<file path="src/rtl/jtag_dbgreg_if.sv">
// jtag_dbgreg_if: JTAGG-side and SoC-side signals of the debug data-register engine
interface jtag_dbgreg_if #(parameter int DR_WIDTH = 32);
  logic jtck, jtdi, jshift, jupdate, jce1, jce2, jrstn, jtdo;
  logic [DR_WIDTH-1:0] send_data, dbgreg_out;
  logic dbgreg_sel, dbgreg_strobe, len_err;
  modport master (
    output jtck, jtdi, jshift, jupdate, jce1, jce2, jrstn, send_data,
    input  jtdo, dbgreg_out, dbgreg_sel, dbgreg_strobe, len_err
  );
  modport slave (
    input  jtck, jtdi, jshift, jupdate, jce1, jce2, jrstn, send_data,
    output jtdo, dbgreg_out, dbgreg_sel, dbgreg_strobe, len_err
  );
endinterface

</file>
<file path="src/rtl/jtag_dbgreg.sv">
// jtag_dbgreg: oversampled JTAGG data-register engine with SoC update strobe
// JTAG_DBG_TDO_EN: capture send_data and shift it out on jtdo
module jtag_dbgreg #(
  parameter int DR_WIDTH    = 32,
  parameter int SYNC_STAGES = 3
) (
  input logic clk,
  input logic rst,
  jtag_dbgreg_if.slave bus
);
  localparam int CW = $clog2(2 * DR_WIDTH);
  localparam logic [CW-1:0] CNT_MAX  = CW'(2 * DR_WIDTH - 1);
  localparam logic [CW-1:0] CNT_FULL = CW'(DR_WIDTH);
  typedef enum logic [1:0] {IDLE, SHIFT, UPD} state_t;
  state_t state, nxt;
  logic [SYNC_STAGES-1:0][6:0] sync;
  logic [6:0] q;
  logic rise, shift_q, sel_q, load, shift_en, upd;
  logic jtdi_s, jshift_s, jupd_s, jce1_s, jce2_s, jrstn_s, ce_s;
  logic [DR_WIDTH-1:0] sr, cap, out_q;
  logic [CW-1:0] cnt;
  logic sel_o, strobe_q, len_err_q;
  assign {jrstn_s, jce2_s, jce1_s, jupd_s, jshift_s, jtdi_s} = q[6:1];
  assign ce_s = jce1_s | jce2_s;
  // q trails the synchroniser by one flop so its data lines up with the registered rise pulse
  always_ff @(posedge clk) begin
    if (rst) begin
      sync <= '0;
      q    <= '0;
      rise <= 1'b0;
    end else begin
      sync <= {sync[SYNC_STAGES-2:0], {bus.jrstn, bus.jce2, bus.jce1, bus.jupdate, bus.jshift, bus.jtdi, bus.jtck}};
      q    <= sync[SYNC_STAGES-1];
      rise <= sync[SYNC_STAGES-1][0] & ~q[0];
    end
  end
  always_ff @(posedge clk) state <= rst ? IDLE : nxt;
  always_comb
    nxt = (!jrstn_s || state == UPD) ? IDLE :
          !rise                      ? state :
          state == IDLE              ? (ce_s ? SHIFT : IDLE) :
          jupd_s                     ? UPD : SHIFT;
  always_comb begin
    upd      = state == UPD && jrstn_s;
    load     = jrstn_s && rise && ce_s && (state == IDLE || (state == SHIFT && !jupd_s));
    shift_en = jrstn_s && rise && state == SHIFT && !jupd_s && !ce_s && shift_q;
  end
  always_ff @(posedge clk) begin
    if (rst) begin
      sr        <= '0;
      cnt       <= '0;
      shift_q   <= 1'b0;
      sel_q     <= 1'b0;
      out_q     <= '0;
      sel_o     <= 1'b0;
      strobe_q  <= 1'b0;
      len_err_q <= 1'b0;
    end else begin
      if (!jrstn_s) begin
        sr      <= '0;
        cnt     <= '0;
        shift_q <= 1'b0;
      end else begin
        if (rise) shift_q <= jshift_s;
        if (load) begin
          sel_q <= jce2_s;
          sr    <= cap;
          cnt   <= '0;
        end else if (shift_en) begin
          sr  <= {jtdi_s, sr[DR_WIDTH-1:1]};
          cnt <= cnt == CNT_MAX ? cnt : cnt + CW'(1);
        end
      end
      strobe_q <= upd;
      if (upd) begin
        out_q     <= sr;
        sel_o     <= sel_q;
        len_err_q <= cnt != CNT_FULL;
      end
    end
  end
`ifdef JTAG_DBG_TDO_EN
  logic fall, jtdo_q;
  always_ff @(posedge clk) begin
    fall   <= !rst && !sync[SYNC_STAGES-1][0] && q[0];
    jtdo_q <= (rst || state == IDLE || !jrstn_s) ? 1'b0 : fall ? sr[0] : jtdo_q;
  end
  assign cap      = bus.send_data;
  assign bus.jtdo = jtdo_q;
`else
  assign cap      = '0;
  assign bus.jtdo = 1'b0;
`endif
  assign bus.dbgreg_out    = out_q;
  assign bus.dbgreg_sel    = sel_o;
  assign bus.dbgreg_strobe = strobe_q;
  assign bus.len_err       = len_err_q;
endmodule

</file>
<file path="src/flat_wrapper.sv">
// flat-port wrapper written by rule: the top's interface ports become plain ports
module jtag_dbgreg_flat 
#(
  parameter int DR_WIDTH    = 32,
  parameter int SYNC_STAGES = 3
)
  (clk, rst, bus_jtck, bus_jtdi, bus_jshift, bus_jupdate, bus_jce1, bus_jce2, bus_jrstn, bus_send_data, bus_jtdo, bus_dbgreg_out, bus_dbgreg_sel, bus_dbgreg_strobe, bus_len_err);
  jtag_dbgreg_if #(.DR_WIDTH(DR_WIDTH)) bus_i ();
  input logic clk;
  input logic rst;
  input wire logic [$bits(bus_i.jtck)-1:0] bus_jtck;
  input wire logic [$bits(bus_i.jtdi)-1:0] bus_jtdi;
  input wire logic [$bits(bus_i.jshift)-1:0] bus_jshift;
  input wire logic [$bits(bus_i.jupdate)-1:0] bus_jupdate;
  input wire logic [$bits(bus_i.jce1)-1:0] bus_jce1;
  input wire logic [$bits(bus_i.jce2)-1:0] bus_jce2;
  input wire logic [$bits(bus_i.jrstn)-1:0] bus_jrstn;
  input wire logic [$bits(bus_i.send_data)-1:0] bus_send_data;
  output wire logic [$bits(bus_i.jtdo)-1:0] bus_jtdo;
  output wire logic [$bits(bus_i.dbgreg_out)-1:0] bus_dbgreg_out;
  output wire logic [$bits(bus_i.dbgreg_sel)-1:0] bus_dbgreg_sel;
  output wire logic [$bits(bus_i.dbgreg_strobe)-1:0] bus_dbgreg_strobe;
  output wire logic [$bits(bus_i.len_err)-1:0] bus_len_err;
  assign bus_i.jtck = bus_jtck;
  assign bus_i.jtdi = bus_jtdi;
  assign bus_i.jshift = bus_jshift;
  assign bus_i.jupdate = bus_jupdate;
  assign bus_i.jce1 = bus_jce1;
  assign bus_i.jce2 = bus_jce2;
  assign bus_i.jrstn = bus_jrstn;
  assign bus_i.send_data = bus_send_data;
  assign bus_jtdo = bus_i.jtdo;
  assign bus_dbgreg_out = bus_i.dbgreg_out;
  assign bus_dbgreg_sel = bus_i.dbgreg_sel;
  assign bus_dbgreg_strobe = bus_i.dbgreg_strobe;
  assign bus_len_err = bus_i.len_err;
  jtag_dbgreg #(.DR_WIDTH(DR_WIDTH), .SYNC_STAGES(SYNC_STAGES)) u_core (.clk(clk), .rst(rst), .bus(bus_i));
endmodule
</file>
<file path="config.mk">
export PLATFORM = sky130hd
export DESIGN_NAME = jtag_dbgreg_flat
export DESIGN_NICKNAME = d
export VERILOG_FILES = /design/src/rtl/jtag_dbgreg_if.sv /design/src/rtl/jtag_dbgreg.sv /design/src/flat_wrapper.sv
export SDC_FILE = /design/constraint.sdc
export NUM_CORES = 1
export LEC_CHECK = 0
export CORE_UTILIZATION = 53
export DETAILED_ROUTE_END_ITERATION = 7
export GPL_TIMING_DRIVEN = 0
export PLACE_DENSITY = 0.83
export SYNTH_ARGS = -nofsm -noshare
export SYNTH_HDL_FRONTEND = slang
export SYNTH_SLANG_ARGS = --single-unit
</file>
<file path="constraint.sdc">
create_clock -name clk -period 4 [get_ports clk]
set_input_delay 0.6 -clock clk [delete_from_list [all_inputs] [get_ports clk]]
set_output_delay 0.6 -clock clk [all_outputs]
set_load 0.01 [all_outputs]
</file>
# Word level (Yosys, flattened, before mapping)

Index checks and enable logic that the tools add are counted.

$add $sub $neg: 1
Equality and inequality tests: 4
Muxes and demuxes: 3
Bitwise operators: 5
Reductions and logical operators: 20

Operators by type and width:

| operator            | number |
|---|---|
| $logic_and 1x1->1   | 9 |
| $add 6x1->6 const B | 1 |
| $eq 6x6->1 const B  | 1 |
| $ne 6x6->1 const B  | 1 |
| $mux 2              | 2 |
| $reduce_and 2->1    | 2 |
| $reduce_or 2->1     | 2 |
| $logic_not 1->1     | 3 |
| $not 1->1           | 3 |
| $reduce_or 3->1     | 1 |
| $eq 2x1->1 const B  | 1 |
| $eq 2x2->1 const B  | 1 |
| $logic_not 2->1     | 1 |
| $logic_or 1x1->1    | 2 |
| $and 1x1->1         | 1 |
| $mux 1              | 1 |
| $or 1x1->1          | 1 |

Bits in registers: 106
Input port bits: 41
Logic and storage cells: 47

# Longest topological paths before layout

Gate-level depths: netlist of run 1.

Word-level depth: 6
Mapped depth: 6

# Worst setup path after synthesis of run 1

Ideal clock, no wire load.

Kind: input to register
Start: input rst
End: register u_core.cnt[0]
Library setup time: 128 ps
Data arrival time: 1798 ps
Data required time: 3872 ps
Slack: 2074 ps
Cell stages on the path: 6
Path buffers: 3
Path through: clkbuf_1 -> nand2b_1 -> a31o_2 -> clkbuf_1 -> buf_1 -> nor2_1

Cells in the longest elaborated chain, start to end: 1

Ends and longest elaborated chain:

| item                      | RTL line           | source |
|---|---|---|
| start: declaration        | flat_wrapper.sv:10 | `input logic rst;` |
| $reduce_or 3->1 (no line) | -                  |  |
| end signal: assignment    | jtag_dbgreg.sv:71  | `cnt <= cnt == CNT_MAX ? cnt : cnt + CW'(1);` |
| end: declaration          | jtag_dbgreg.sv:21  | `logic [CW-1:0] cnt;` |

Every way passes these cells.
A chain may end at the register's enable or synchronous reset.

# Worst setup path in the final report of run 1

Start: register u_core.rise
End: register u_core.cnt[3]

Cells in the longest elaborated chain, start to end: 6

Ends and longest elaborated chain:

| item                           | RTL line                             | source |
|---|---|---|
| start: declaration             | jtag_dbgreg.sv:18                    | `logic rise, shift_q, sel_q, load, shift_en, upd;` |
| start signal: assignment       | jtag_dbgreg.sv:34                    | `rise <= sync[SYNC_STAGES-1][0] & ~q[0];` |
| $logic_and 1x1->1 *            | jtag_dbgreg.sv:45, jtag_dbgreg.sv:46 |  |
| $logic_and 1x1->1 (4 in a row) | jtag_dbgreg.sv:46                    | `shift_en = jrstn_s && rise && state == SHIFT && !jupd_s && !ce_s && shift_q;` |
| $reduce_and 2->1 (no line)     | -                                    |  |

Mark *: on every way between the ends. The rest lies on a longest branch, timed or not.

==> flow_summary.ini, run 1 <==
[status]
status = finished with violations
violations = DRC

[final_layout]
stdcell_count = 545
num_antenna_cells = 0
final_nets = 506
synthToLayoutAreaGrowth_pct = 20.1
fillers = 512
drive_gt1_share_pct = 4.49

[clock_tree]
cts_root_buffer = clkbuf_8
cts_inserted_buffers = 9
ctsHoldBuffers = 0
cts_tree = built
clk_path_buf_depth = 2
cts.reportedPaths.clkPinSlew_ps = 90
clock_sinks = 106
post-cts-setup-buffers = 0
h-tree-depth = 3
clock_latency_ps = 360
ctsResizeCount = 0

[critical_path]
cp.buffers_inverters = 0
cp_slowest_cell = a211oi_1
crit_arrival_ps = 2400
critPathKind = flop to flop
max_stage_delay_ps = 530
worstPathCellList = or4b_1 > a211oi_1 > nor2b_1 > mux2_2
critPathTopFamily = simple AND/OR/NAND/NOR gates
critical_path_required_ps = 4260
endpoint_kind = flop
startpoint_type = flop
critPathMaxFanout = 5

[logic_synthesis]
synth_area_per_cell_um2 = 8.72
yosysUniqueCellTypes = 34
synthesis.nets = 453
yosysMostFrequentCell = nand2_1
ys_top_cells_by_count = nand2_1 (133), dfxtp_1 (106), a21oi_1 (70)
synth_area_leaders = dfxtp_1 (59%), nand2_1 (14%), a21oi_1 (9.8%)
seq_area_frac_synth_pct = 59.4
postSynthCellCount = 410
synth-async-reset-ratio_pct = 0
synth.largest_area_cell = dfxtp_1
yosysTopAreaCellShare_pct = 59.4
syn_area_um2 = 3570
synth_edf_count = 0
synthFlopType = dfxtp_1
synth_seq_cells = 106
yosys_warnings = 0

[pwr]
fin_total_pwr_mw = 1.75
irDropWorstVdd_mv = 0.244
leakage_nw = 1.38
powerDensity_nw_per_um2 = 408

[grt]
grt_max_degree = 18
grt.total_usage_pct = 19.5
grt_pass1_wl_mm = 11.0
overflow = 0
grt_pass1_vias = 2483
antenna_found_initial = 0

[route]
routedWlPerCell_um = 11.6
drt_iter0_markers = 123
drc = 10
routed_wl_mm = 6.34
vias = 2774
first_pass_iters = 6
viasPerCell = 5.09
final_antenna_net_count = 0

[floorplanning]
dieWidth_um = 84.1
die_h_um = 84.1
rows = 29
core_area_um2 = 6420
top_level_ports = 77
start_util_pct = 55.7
design.die.area_um2 = 7080

[sta]
setup_violations = 0
final.setup_skew_ps = 14.0
min_period_ps = 2140
fmax_mhz = 467
relSlewSlack_pct = 57.8
worstMarginPinSlew_ps = 630
fin_tns_setup_ps = 0
hold_violations = 0
drv_slew = 0
fin_crit_sh_pct = 53.5
rsz0062_at_grt = false
setup_ws_ps = 1860

[place]
placedCellCount = 529
place_ws_ps = 1560
hpwl_mm = 4.30
gp_congestion = 0.846
port_buffers = 42

[min_path]
hold_path.class = flop to flop

[flow_run]
max_cap_viol_count = 0
power by group:
part / total [mW] / switching, mW / internal [mW]
clock: 0.655 / 0.345 / 0.310
sequential: 1.07 / 0.00224 / 1.06
combinational: 0.0291 / 0.0150 / 0.0141
total: 1.75 / 0.362 / 1.39
registers in the layout, summed over array words and instances (netlist names), 2 cells and up:
register / count
u_core.q: 7
u_core.bus.dbgreg_out: 32
u_core.sync: 21
u_core.cnt: 6
u_core.state: 2
u_core.sr: 32
cell families after synthesis:
kind of cell | synth area share [%]
compound gates | 11.2
xor+xnor | 0.245
fa+ha+maj | 0.700
buf+inv | 3.18
flops | 59.4
mux | 1.44
other cells | 0.105
simple gates | 23.8
stage by stage:
stage	area (µm²)	hold WS, ps	util, %
4_1_cts	4290	396	66.9
5_1_grt	4290	415	66.9
6_report	4290	394	66.9
2_1_floorplan	3570	367	-
3_3_place_gp	4090	373	63.7
3_5_place_dp	4090	382	63.7
per-layer routing:
metal  GRT usage [%]  routed length, µm
met4            11.0                138
met1            24.6               2870
met2            31.5               3040
met5               0                  0
met3            3.66                289
path summary, 6_finish.rpt:
path,from,end,slack [ps],depth (start not counted)
setup / recovery,u_core.rise$_SDFF_PP0_,u_core.cnt[3]$_SDFFE_PP0P_,1860,4
hold reg to reg,u_core.q[0]$_SDFF_PP0_,u_core.rise$_SDFF_PP0_,390,1
hold / removal,u_core.q[0]$_SDFF_PP0_,u_core.rise$_SDFF_PP0_,390,1
setup reg to reg,u_core.rise$_SDFF_PP0_,u_core.cnt[3]$_SDFFE_PP0P_,1860,4
cell type report:
cell class	count	area (µm²)	area share [%]
inverters	3	11.3	0.262
well taps	77	96.3	2.24
plain buffers	26	103	2.39
repair buffers	42	420	9.79
flip-flops and latches	106	2120	49.4
multi-input cells	275	1340	31.2
clock buffers	11	141	3.29
clock inverters	5	61.3	1.43
layout by cell type, fill, tap and decap left out, types with 2 or more instances in the layout:
master           netlist  layout
clkbuf_1              23      24
ha_1                   2       2
nor3b_1                3       3
mux2i_1                4       4
a21oi_1               70      70
clkinv_4               0       2
nand2_1              133     133
nor2_1                 9       9
nand3b_1               2       2
inv_1                  3       3
clkbuf_8               0      10
nor2b_1               31      31
clkdlybuf4s50_1        0      42
dfxtp_1              106     106
nand4_1                2       2
Power figures use the tool's default switching activity.
==> inputs of run 2 (changes only) <==
--- a/config.mk
+++ b/config.mk
@@ -5,10 +5,10 @@
 export SDC_FILE = /design/constraint.sdc
 export NUM_CORES = 1
 export LEC_CHECK = 0
-export CORE_UTILIZATION = 53
+export CORE_UTILIZATION = 45
 export DETAILED_ROUTE_END_ITERATION = 7
 export GPL_TIMING_DRIVEN = 0
-export PLACE_DENSITY = 0.83
+export PLACE_DENSITY = 0.75
 export SYNTH_ARGS = -nofsm -noshare
 export SYNTH_HDL_FRONTEND = slang
 export SYNTH_SLANG_ARGS = --single-unit
==> constraint.sdc (replaced) <==
create_clock -name clk -period 1.8 [get_ports clk]
set_input_delay 0.27 -clock clk [delete_from_list [all_inputs] [get_ports clk]]
set_output_delay 0.27 -clock clk [all_outputs]
set_load 0.01 [all_outputs]
==> run 2 against run 1 <==
- the run ends with setup timing left
- via count is 0.11% higher
- hold slack worse by 41 ps
- cell count is 5.3% higher
- sequential share of layout area fell by 0.97 points
- largest power group unchanged
- design area up 2.4%
- register-to-register slack got worse by 1900 ps
- worst setup slack worse by 1900 ps
- sequential power up 120%
==> flow_summary.ini, run 2 (synthesized netlist as in run 1, its figures left out) <==
[floorplanning]
design.die.area_um2 = 8300
dieWidth_um = 91.1
rows = 32
die_h_um = 91.1
top_level_ports = 77
core_area_um2 = 7690
start_util_pct = 46.5

[grt]
grt.total_usage_pct = 16.6
grt_max_degree = 19
grt_pass1_wl_mm = 11.2
antenna_found_initial = 0
overflow = 0
grt_pass1_vias = 2549

[sta]
min_period_ps = 1800
hold_slack_ps = 353
final.setup_skew_ps = 9.72
hold_violations = 0
drv_slew = 0
relSlewSlack_pct = 64.5
setup_ws_ps = -2.33
rsz0062_at_grt = true
fmax_mhz = 555
worstMarginPinSlew_ps = 533
fin_crit_sh_pct = 100
setup_violations = 2
fin_tns_setup_ps = -3.41

[critical_path]
endpoint_kind = flop
critPathMaxFanout = 3
startpoint_type = flop
max_stage_delay_ps = 530
critPathKind = flop to flop
critical_path_required_ps = 2050
cp_slowest_cell = or4b_4
crit_arrival_ps = 2060
worstPathCellList = or4b_4 > a211oi_4 > nor2b_2 > mux2_2

[clock_tree]
cts_tree = built
cts_root_buffer = clkbuf_8
cts.reportedPaths.clkPinSlew_ps = 100
cts_inserted_buffers = 9
ctsHoldBuffers = 0
clk_path_buf_depth = 2
h-tree-depth = 3
clock_latency_ps = 360
clock_sinks = 106

[route]
first_pass_iters = 4
drc = 0
routed_wl_mm = 6.46
routedWlPerCell_um = 11.3
final_antenna_net_count = 0
vias = 2777
drt_iter0_markers = 138
viasPerCell = 4.84

[pwr]
irDropWorstVdd_mv = 0.527
clkPwrFrac_pct = 35.9
cell_internal_pwr_mw = 2.95
power_switching_mw = 0.847
fin_total_pwr_mw = 3.80
powerDensity_nw_per_um2 = 864
power_frac_comb_pct = 1.8
leakage_nw = 1.44
power_switching_share_pct = 22.3
pwr-share-seq_pct = 62.3

[place]
placed_cell_area_um2 = 4140
hpwl_mm = 4.32
gp_congestion = 0.836
place_ws_ps = -386
port_buffers = 42
placedCellCount = 554

[final_layout]
final_core_util_pct = 57.2
final_common_cell = nand2_1
final_nets = 510
num_antenna_cells = 0
synthToLayoutAreaGrowth_pct = 23.0
fin_area_um2 = 4400
layout_common_cells = nand2_1 (133), dfxtp_1 (103), a21oi_1 (70)
drive_gt1_share_pct = 10.2
stdcell_count = 574

[status]
violations = setup timing
status = finished with violations

[flow_run]
max_cap_viol_count = 0

[min_path]
hold_path.class = primary input to flop
run 2: cell count changes in the layout (fill, tap and decap cells not counted), sizes merged:
cell      delta
clkinvlp     +1
inv          +2
clkinv       -1
bufinv       -1
clkbuf       -3
buf          +6
run 2: cell type report:
cell class                      instances  area [µm²]
Fill cell                             690        3290
Inverter                                3        11.3
Sequential cell                       106        2130
Clock inverter                          6        47.5
Tap cell                              102         128
Clock buffer                           10         138
Buffer                                 24         110
Timing Repair Buffer                   48         465
Multi-Input combinational cell        275        1370
run 2: power by group through the flow:
| stage | registers (mW) | logic [mW] | clock network [mW] |
|---|---|---|---|
| 3_3_place_gp | 2.42 | 0.0646 | 0 |
| 2_1_floorplan | 2.42 | 0.0409 | 0 |
| 6_report | 2.37 | 0.0675 | 1.36 |
| 5_1_grt | 2.37 | 0.0771 | 1.51 |
| 3_5_place_dp | 2.42 | 0.0665 | 0 |
| 4_1_cts | 2.37 | 0.0686 | 1.39 |
run 2: routing by layer:
layer | routed length, µm | vias to the layer above | share of wire [%] | GRT usage (%)
li1 | - | 1435 | - | -
met1 | 3100 | 1260 | 48 | 21.3
met2 | 2940 | 64 | 45 | 27.2
met3 | 264 | 18 | 4.1 | 3.52
met4 | 161 | 0 | 2.5 | 6.88
met5 | 0 | - | 0 | 0
run 2: final timing paths:
kind / from / end / slack, ps / depth (start not counted)
min reg2reg: u_core.q[0]$_SDFF_PP0_ / u_core.rise$_SDFF_PP0_ / 390 / 1
min: rst / u_core.sync[14]$_SDFF_PP0_ / 350 / 2
max: u_core.state[1]$_SDFFE_PP0P_ / u_core.cnt[3]$_SDFFE_PP0P_ / -2 / 4
max reg2reg: u_core.state[1]$_SDFFE_PP0P_ / u_core.cnt[3]$_SDFFE_PP0P_ / -2 / 4
run 2: worst max-delay path, delay by kind of cell, from the launching register on:
family / cells / cell delay [ps]
flops: 1 / 370
simple gates: 2 / 720
mux: 1 / 330
compound gates: 1 / 280
run 2: repair_timing:
item | in CTS | in global routing
setup buffers | 4 | 2
resized for setup | 13 | 17
pin swaps | 4 | 2
endpoints found under the setup margin | 32 | 64
